**src/rtl/keypad_matrix_ctrl.sv**
```systemverilog
// Column-scanned ROWS x COLS keypad: 2-flop row sync, per-frame debounce, press/release events into a FWFT FIFO.
// Latency: an event is visible one cycle after its EMIT slot; a commit needs DEBOUNCE identical frames (COLS*SCAN_DIV+1 cycles each).
// Backpressure: evt_ready=0 stalls the head; when the FIFO is full a new event is dropped, overflow sticks, key_state still tracks.
module keypad_matrix_ctrl #(
  parameter int ROWS       = 4,
  parameter int COLS       = 4,
  parameter int SCAN_DIV   = 4,
  parameter int DEBOUNCE   = 3,
  parameter int FIFO_DEPTH = 4,
  localparam int CODE_W    = (ROWS * COLS > 1) ? $clog2(ROWS * COLS) : 1
) (
  input  logic                 clk,
  input  logic                 rst_n,
  input  logic [ROWS-1:0]      rows,
  output logic [COLS-1:0]      cols,
  output logic                 evt_valid,
  input  logic                 evt_ready,
  output logic [CODE_W-1:0]    evt_code,
  output logic                 evt_press,
  output logic [ROWS*COLS-1:0] key_state,
  output logic                 overflow,
  input  logic                 clr_ovf
);

  localparam int NKEYS = ROWS * COLS;
  localparam int COL_W = (COLS > 1) ? $clog2(COLS) : 1;
  localparam int DIV_W = $clog2(SCAN_DIV);
  localparam int CNT_W = $clog2(DEBOUNCE + 1);
  localparam int AW    = $clog2(FIFO_DEPTH);
  localparam int EW    = CODE_W + 1;

  typedef enum logic [1:0] {
    SCAN  = 2'd0,
    CHECK = 2'd1,
    EMIT  = 2'd2
  } state_t;

  // Row synchroniser
  logic [ROWS-1:0]  rows_s1_q, rows_s1_d;
  logic [ROWS-1:0]  rows_s2_q, rows_s2_d;

  // Scanner / debouncer state
  state_t           state_q, state_d;
  logic             run_q, run_d;
  logic [COL_W-1:0] col_q, col_d;
  logic [DIV_W-1:0] div_q, div_d;
  logic [CODE_W-1:0] k_q, k_d;
  logic [CNT_W-1:0] stable_q, stable_d;
  logic [NKEYS-1:0] snap_q, snap_d;
  logic [NKEYS-1:0] prev_q, prev_d;
  logic [NKEYS-1:0] key_state_q, key_state_d;
  logic [COLS-1:0]  cols_q, cols_d;
  logic             overflow_q, overflow_d;

  // Event push into the FIFO
  logic             push_vld;
  logic             push_rdy;
  logic             push_press;
  logic [EW-1:0]    push_dat;

  // Event FIFO storage
  logic [EW-1:0]    mem_q [FIFO_DEPTH];
  logic [EW-1:0]    mem_d [FIFO_DEPTH];
  logic [AW:0]      wr_ptr_q, wr_ptr_d;
  logic [AW:0]      rd_ptr_q, rd_ptr_d;
  logic             fifo_empty;
  logic             fifo_full;
  logic             evt_pop;
  logic             fifo_wr;
  logic [EW-1:0]    head_dat;

  // Row returns are asynchronous to clk: two flops before use.
  always_comb begin
    rows_s1_d = rows;
    rows_s2_d = rows_s1_q;
  end

  // Scan / debounce / emit FSM; run_q holds the FSM for the first cycle out of reset so cols can leave reset idle.
  always_comb begin
    state_d     = state_q;
    run_d       = 1'b1;
    col_d       = col_q;
    div_d       = div_q;
    k_d         = k_q;
    stable_d    = stable_q;
    snap_d      = snap_q;
    prev_d      = prev_q;
    key_state_d = key_state_q;
    push_vld    = 1'b0;
    push_press  = 1'b0;

    if (run_q) begin
      case (state_q)
        SCAN: begin
          if (div_q == DIV_W'(SCAN_DIV - 1)) begin
            div_d = '0;
            // Last cycle of the slot: the synchronised rows now reflect this column.
            for (int r = 0; r < ROWS; r++) begin
              for (int c = 0; c < COLS; c++) begin
                if (col_q == COL_W'(c)) begin
                  snap_d[r*COLS + c] = ~rows_s2_q[r];
                end
              end
            end
            if (col_q == COL_W'(COLS - 1)) begin
              col_d   = '0;
              state_d = CHECK;
            end else begin
              col_d = col_q + COL_W'(1);
            end
          end else begin
            div_d = div_q + DIV_W'(1);
          end
        end

        CHECK: begin
          if (snap_q == prev_q) begin
            if (stable_q >= CNT_W'(DEBOUNCE)) begin
              stable_d = CNT_W'(DEBOUNCE);
            end else begin
              stable_d = stable_q + CNT_W'(1);
            end
          end else begin
            stable_d = CNT_W'(1);
          end
          prev_d = snap_q;
          if ((stable_d >= CNT_W'(DEBOUNCE)) && (snap_q != key_state_q)) begin
            state_d = EMIT;
            k_d     = '0;
          end else begin
            state_d = SCAN;
            col_d   = '0;
            div_d   = '0;
          end
        end

        EMIT: begin
          // One key per cycle, ascending code, so a commit's events come out in code order.
          for (int i = 0; i < NKEYS; i++) begin
            if ((k_q == CODE_W'(i)) && (snap_q[i] != key_state_q[i])) begin
              push_vld       = 1'b1;
              push_press     = snap_q[i];
              key_state_d[i] = snap_q[i];
            end
          end
          if (k_q == CODE_W'(NKEYS - 1)) begin
            k_d     = '0;
            state_d = SCAN;
            col_d   = '0;
            div_d   = '0;
          end else begin
            k_d = k_q + CODE_W'(1);
          end
        end

        default: begin
          state_d = SCAN;
          col_d   = '0;
          div_d   = '0;
          k_d     = '0;
        end
      endcase
    end

    // Column drive is registered from the next state so pins never glitch; idle (all 1) outside SCAN.
    for (int c = 0; c < COLS; c++) begin
      cols_d[c] = !((state_d == SCAN) && (col_d == COL_W'(c)));
    end
  end

  assign push_dat = {k_q, push_press};

  // FIFO pointers and storage; a push into a full FIFO is taken only when the head pops in the same cycle.
  always_comb begin
    fifo_empty = (wr_ptr_q == rd_ptr_q);
    fifo_full  = (wr_ptr_q[AW] != rd_ptr_q[AW]) && (wr_ptr_q[AW-1:0] == rd_ptr_q[AW-1:0]);
    evt_pop    = !fifo_empty && evt_ready;
    push_rdy   = !fifo_full || evt_pop;
    fifo_wr    = push_vld && push_rdy;
    mem_d      = mem_q;
    wr_ptr_d   = wr_ptr_q;
    rd_ptr_d   = rd_ptr_q;
    if (fifo_wr) begin
      mem_d[wr_ptr_q[AW-1:0]] = push_dat;
      wr_ptr_d = wr_ptr_q + (AW+1)'(1);
    end
    if (evt_pop) begin
      rd_ptr_d = rd_ptr_q + (AW+1)'(1);
    end
    // Outputs are forced to zero when empty so stale storage is never presented.
    head_dat = fifo_empty ? '0 : mem_q[rd_ptr_q[AW-1:0]];
  end

  // Sticky drop flag; a drop in the same cycle as clr_ovf wins.
  always_comb begin
    overflow_d = overflow_q;
    if (clr_ovf) begin
      overflow_d = 1'b0;
    end
    if (push_vld && !push_rdy) begin
      overflow_d = 1'b1;
    end
  end

  // State registers; reset discards everything including in-flight events.
  always_ff @(posedge clk or negedge rst_n) begin
    if (!rst_n) begin
      rows_s1_q   <= '1;
      rows_s2_q   <= '1;
      state_q     <= SCAN;
      run_q       <= 1'b0;
      col_q       <= '0;
      div_q       <= '0;
      k_q         <= '0;
      stable_q    <= '0;
      snap_q      <= '0;
      prev_q      <= '0;
      key_state_q <= '0;
      cols_q      <= '1;
      overflow_q  <= 1'b0;
      wr_ptr_q    <= '0;
      rd_ptr_q    <= '0;
      for (int i = 0; i < FIFO_DEPTH; i++) begin
        mem_q[i] <= '0;
      end
    end else begin
      rows_s1_q   <= rows_s1_d;
      rows_s2_q   <= rows_s2_d;
      state_q     <= state_d;
      run_q       <= run_d;
      col_q       <= col_d;
      div_q       <= div_d;
      k_q         <= k_d;
      stable_q    <= stable_d;
      snap_q      <= snap_d;
      prev_q      <= prev_d;
      key_state_q <= key_state_d;
      cols_q      <= cols_d;
      overflow_q  <= overflow_d;
      wr_ptr_q    <= wr_ptr_d;
      rd_ptr_q    <= rd_ptr_d;
      for (int i = 0; i < FIFO_DEPTH; i++) begin
        mem_q[i] <= mem_d[i];
      end
    end
  end

  assign cols                  = cols_q;
  assign evt_valid             = !fifo_empty;
  assign {evt_code, evt_press} = head_dat;
  assign key_state             = key_state_q;
  assign overflow              = overflow_q;

endmodule

```
**config.mk**
```make
export PLATFORM = sky130hd
export DESIGN_NAME = keypad_matrix_ctrl
export DESIGN_NICKNAME = d
export VERILOG_FILES = /design/src/rtl/keypad_matrix_ctrl.sv
export SDC_FILE = /design/constraint.sdc
export NUM_CORES = 1
export LEC_CHECK = 0
export BUFFER_PORTS_ARGS = -buffer_cell sky130_fd_sc_hd__buf_2
export CAP_MARGIN = 20
export CELL_PAD_IN_SITES_DETAIL_PLACEMENT = 1
export CELL_PAD_IN_SITES_GLOBAL_PLACEMENT = 1
export CORE_MARGIN = 5
export CORE_UTILIZATION = 44
export DETAILED_ROUTE_END_ITERATION = 12
export PLACE_DENSITY = 0.85
export SLEW_MARGIN = 40
export SYNTH_ARGS = -nofsm -noshare
export SYNTH_HDL_FRONTEND = slang
export SYNTH_SLANG_ARGS = --single-unit
export TNS_END_PERCENT = 5
```
**constraint.sdc**
```tcl
create_clock -name clk -period 2.66 [get_ports clk]
set_clock_uncertainty 0.05 [all_clocks]
set_input_delay 0.532 -clock clk [delete_from_list [all_inputs] [get_ports clk]]
set_output_delay 0.532 -clock clk [all_outputs]
set_load 0.05 [all_outputs]
```
==> results_dict.tcl <==
set metrics [dict create \
    yosysUniqueCellTypes 58 \
    async_flop_share_pct 100.0 \
    clock_sinks 100 \
    p_sw_share_pct 36.17 \
    synth_fp_nets 519 \
    regArea_mm2 0.002520 \
    stdcell_area_mm2 0.006212 \
    period_minus_slack_ns 2.603 \
    max_stage_delay_ns 0.51 \
    synth_top_area_cell "dfrtp_1" \
    dieHeight_um 120.0 \
    cts-root-buf "clkbuf_16" \
    ys_seq_area_share_pct 47.25 \
    r2r_cells 9 \
    worst-setup-path-type "reg2reg" \
    vdd_drop_max_mv 0.4026 \
    path_cells "buf_4 -> ha_1 -> nand3b_1 -> o22ai_1 -> or4_4 -> o31ai_4 -> buf_12 -> nor2_4 -> mux2_4" \
    synth_area_leaders "dfrtp_1 41%, mux2_2 9.1%, dfstp_2 5.9%" \
    setup_viol 0 \
    viasPerCell 5.778 \
    r2r-end "mem_q[4]" \
    core_mm2 0.01196 \
    multi_input_area_mm2 0.002599 \
    wl_per_cell_um 20.80 \
    grt_pass1_wl_mm 24.10 \
    yosysMostFrequentCell "dfrtp_1" \
    area_growth_pct 16.60 \
    antennaDiodeCount 0 \
    dpl_cell_area_mm2 0.005829 \
    hold_violations 0 \
    syn_inst 497 \
    ant_nets 0 \
    rsz0062_at_grt "yes" \
    status "completed" \
    vias 4056 \
    grtUsageTotal_pct 21.32 \
    worst_setup_path_end_kind "flop" \
    maxCapViolations 0 \
    worstHoldPathType "in2async" \
    power_frac_seq_pct 41.9 \
    place_congestion 0.8966 \
    place.port_buffers 34 \
    grt_pass1_vias 4503 \
    cp_data_arrival_time_ns 2.80 \
    grt_max_degree 49 \
    grt-ovfl-total 0 \
    remaining_drc_errors 0 \
    r2r_slack_ns 0.06 \
    clock_latency_ns 0.36 \
    dpl.hpwl_mm 10.55 \
    fin_crit_sh_pct 97.84 \
    crit_buf_inv 2 \
    dr.pass1.iters 4 \
    ctsHoldBuffers 0 \
    cp_top_family "simple AND/OR/NAND/NOR gates" \
    maxSlewViolCount 0 \
    synth_commonest_cells "88 x dfrtp_1, 43 x mux2_2, 36 x nor2_1, 32 x xnor2_1, 31 x a21oi_1" \
    critical_path_required_ns 2.86 \
    drt-total-wl_mm 14.60 \
    htree_num_levels 3 \
    post_synth.cell_area_avg_um2 10.72 \
    die_x_um 120.0 \
    maxSlewHeadroom_pct 65.18 \
    reg2reg_from "k_q[1]" \
    fmax_ghz 0.3842 \
    yosysWarnings 0 \
    io_pins 35 \
    finalNetCount 572 \
    fin_cells 702 \
    intPower_mw 3.368 \
    fp.dieArea_mm2 0.01441 \
    synth-edff-count 0 \
    initial_core_util_pct 44.54 \
    pwr-share-comb_pct 31.3 \
    yosys_most_used_dff "dfrtp_1" \
    dpl.cell_count 681 \
    dr.first_iter.drc_count 270 \
    clkSlewWorstSetupHoldPaths_ns 0.07 \
    power.switching_mw 1.908 \
    p_total_mw 5.276 \
    layout-drive-gt1-share_pct 30.45 \
    synth_area_mm2 0.005328 \
    rows 40 \
    synth.top_cell.area_share_pct 41.33 \
    clockBufferDepth 2 \
    nFillCells 1301 \
    crit_start "k_q[1]" \
    path_max_fanout 6 \
    hold_slack_ns 0.08788 \
    slowest_stage "or4_4" \
    cts_tree "yes" \
    cts_buffers 9 \
    start_kind "flop" \
    antenna_found_initial 0 \
    pwr-share-clk_pct 26.7 \
    synth-seq-cells 100 \
    leakage_nw 2.806 \
    worstMarginPinSlew_ns 0.5223 \
    p_per_area_mw_per_mm2 849.3 \
]
-- power groups by stage --
stage          Combinational, mW  Sequential [mW]  Clock, mW
6_report                    1.65             2.21       1.41
3_5_place_dp                1.63             2.23          0
3_3_place_gp                1.56             2.19          0
2_1_floorplan               1.21             2.12          0
5_1_grt                     1.82             2.26       1.50
4_1_cts                     1.66             2.21       1.44
-- logic make-up after synthesis --
family / after synthesis / synth area share, %
DFF: 100 / 47.25
buffers and inverters: 51 / 4.227
xor gates and xnor gates: 41 / 6.740
AOI/OAI and AO/OA: 88 / 11.16
and+or+nand+nor: 152 / 15.57
adders and majority gates: 14 / 3.288
muxes: 50 / 11.70
other: 1 / 0.07039
-- worst max-delay path by stage --
| stage | endpoint | depth (start not counted) |
|---|---|---|
| global route | mem_q[5] | 10 |
| global placement | mem_q[4] | 10 |
| detailed placement | mem_q[4] | 10 |
| CTS | mem_q[4] | 10 |
| finish | mem_q[4] | 9 |
| floorplan | wr_ptr_q[1] | 9 |
-- timing repair --
item	CTS	global route
resized for setup	0	2
setup endpoints to repair	0	19
setup buffers	0	4
-- cell usage in the layout, fill, tap and decap left out, types with 8 or more instances in the layout --
cell type,synthesis,final
nor2_1,36,36
buf_2,3,33
nand3_1,10,10
ha_1,14,13
dfrtp_1,88,86
dfstp_2,12,12
nand4_1,9,9
nand2_1,30,30
a21oi_1,31,31
nand2b_1,8,8
and2_1,9,9
o21ai_0,12,12
buf_4,0,39
inv_1,18,17
mux2_2,43,43
xnor2_1,32,31
clkbuf_16,0,10
nand3b_1,9,9
xor2_1,9,9
-- state kept, by name (all words and copies together), names as in the netlist --
signal	cells
cols	4
prev_q	16
col_q	2
overflow	1
run_q	1
rd_ptr_q	3
k_q	4
rows_s1_q	4
key_state	16
state_q	2
stable_q	2
wr_ptr_q	3
snap_q	16
mem_q	20
rows_s2_q	4
div_q	2
-- routing by layer --
layer	track usage [%]	share of wire [%]
met5	0	0
met4	7.015	2.1
met3	4.571	3.7
met2	36.07	51
met1	27.14	43
-- area by class of cell --
class | count | area share [%]
multi-input cells | 346 | 41.83
flip-flops and latches | 100 | 40.56
repair buffers | 75 | 8.419
clock buffers | 10 | 3.847
well taps | 147 | 2.961
clock inverters | 6 | 1.289
inverters | 18 | 1.088
-- per-stage QoR --
stage	utilization (%)	setup WS (ns)	setup TNS [ns]
6_report	51.94	0.05748	0
2_1_floorplan	-	-0.1139	-1.270
3_3_place_gp	48.73	0.1562	0
4_1_cts	51.40	0.01589	0
3_5_place_dp	48.73	0.05455	0
5_1_grt	51.94	-0.03973	-0.09773
-- worst reg2reg max path, stage by stage (launching register included) --
cell and delay (ns):
dfrtp_2 0.45, buf_4 0.15, ha_1 0.22, nand3b_1 0.19
o22ai_1 0.10, or4_4 0.51, o31ai_4 0.29, buf_12 0.17
nor2_4 0.06, mux2_4 0.30
(Power assumes the default switching activity.)
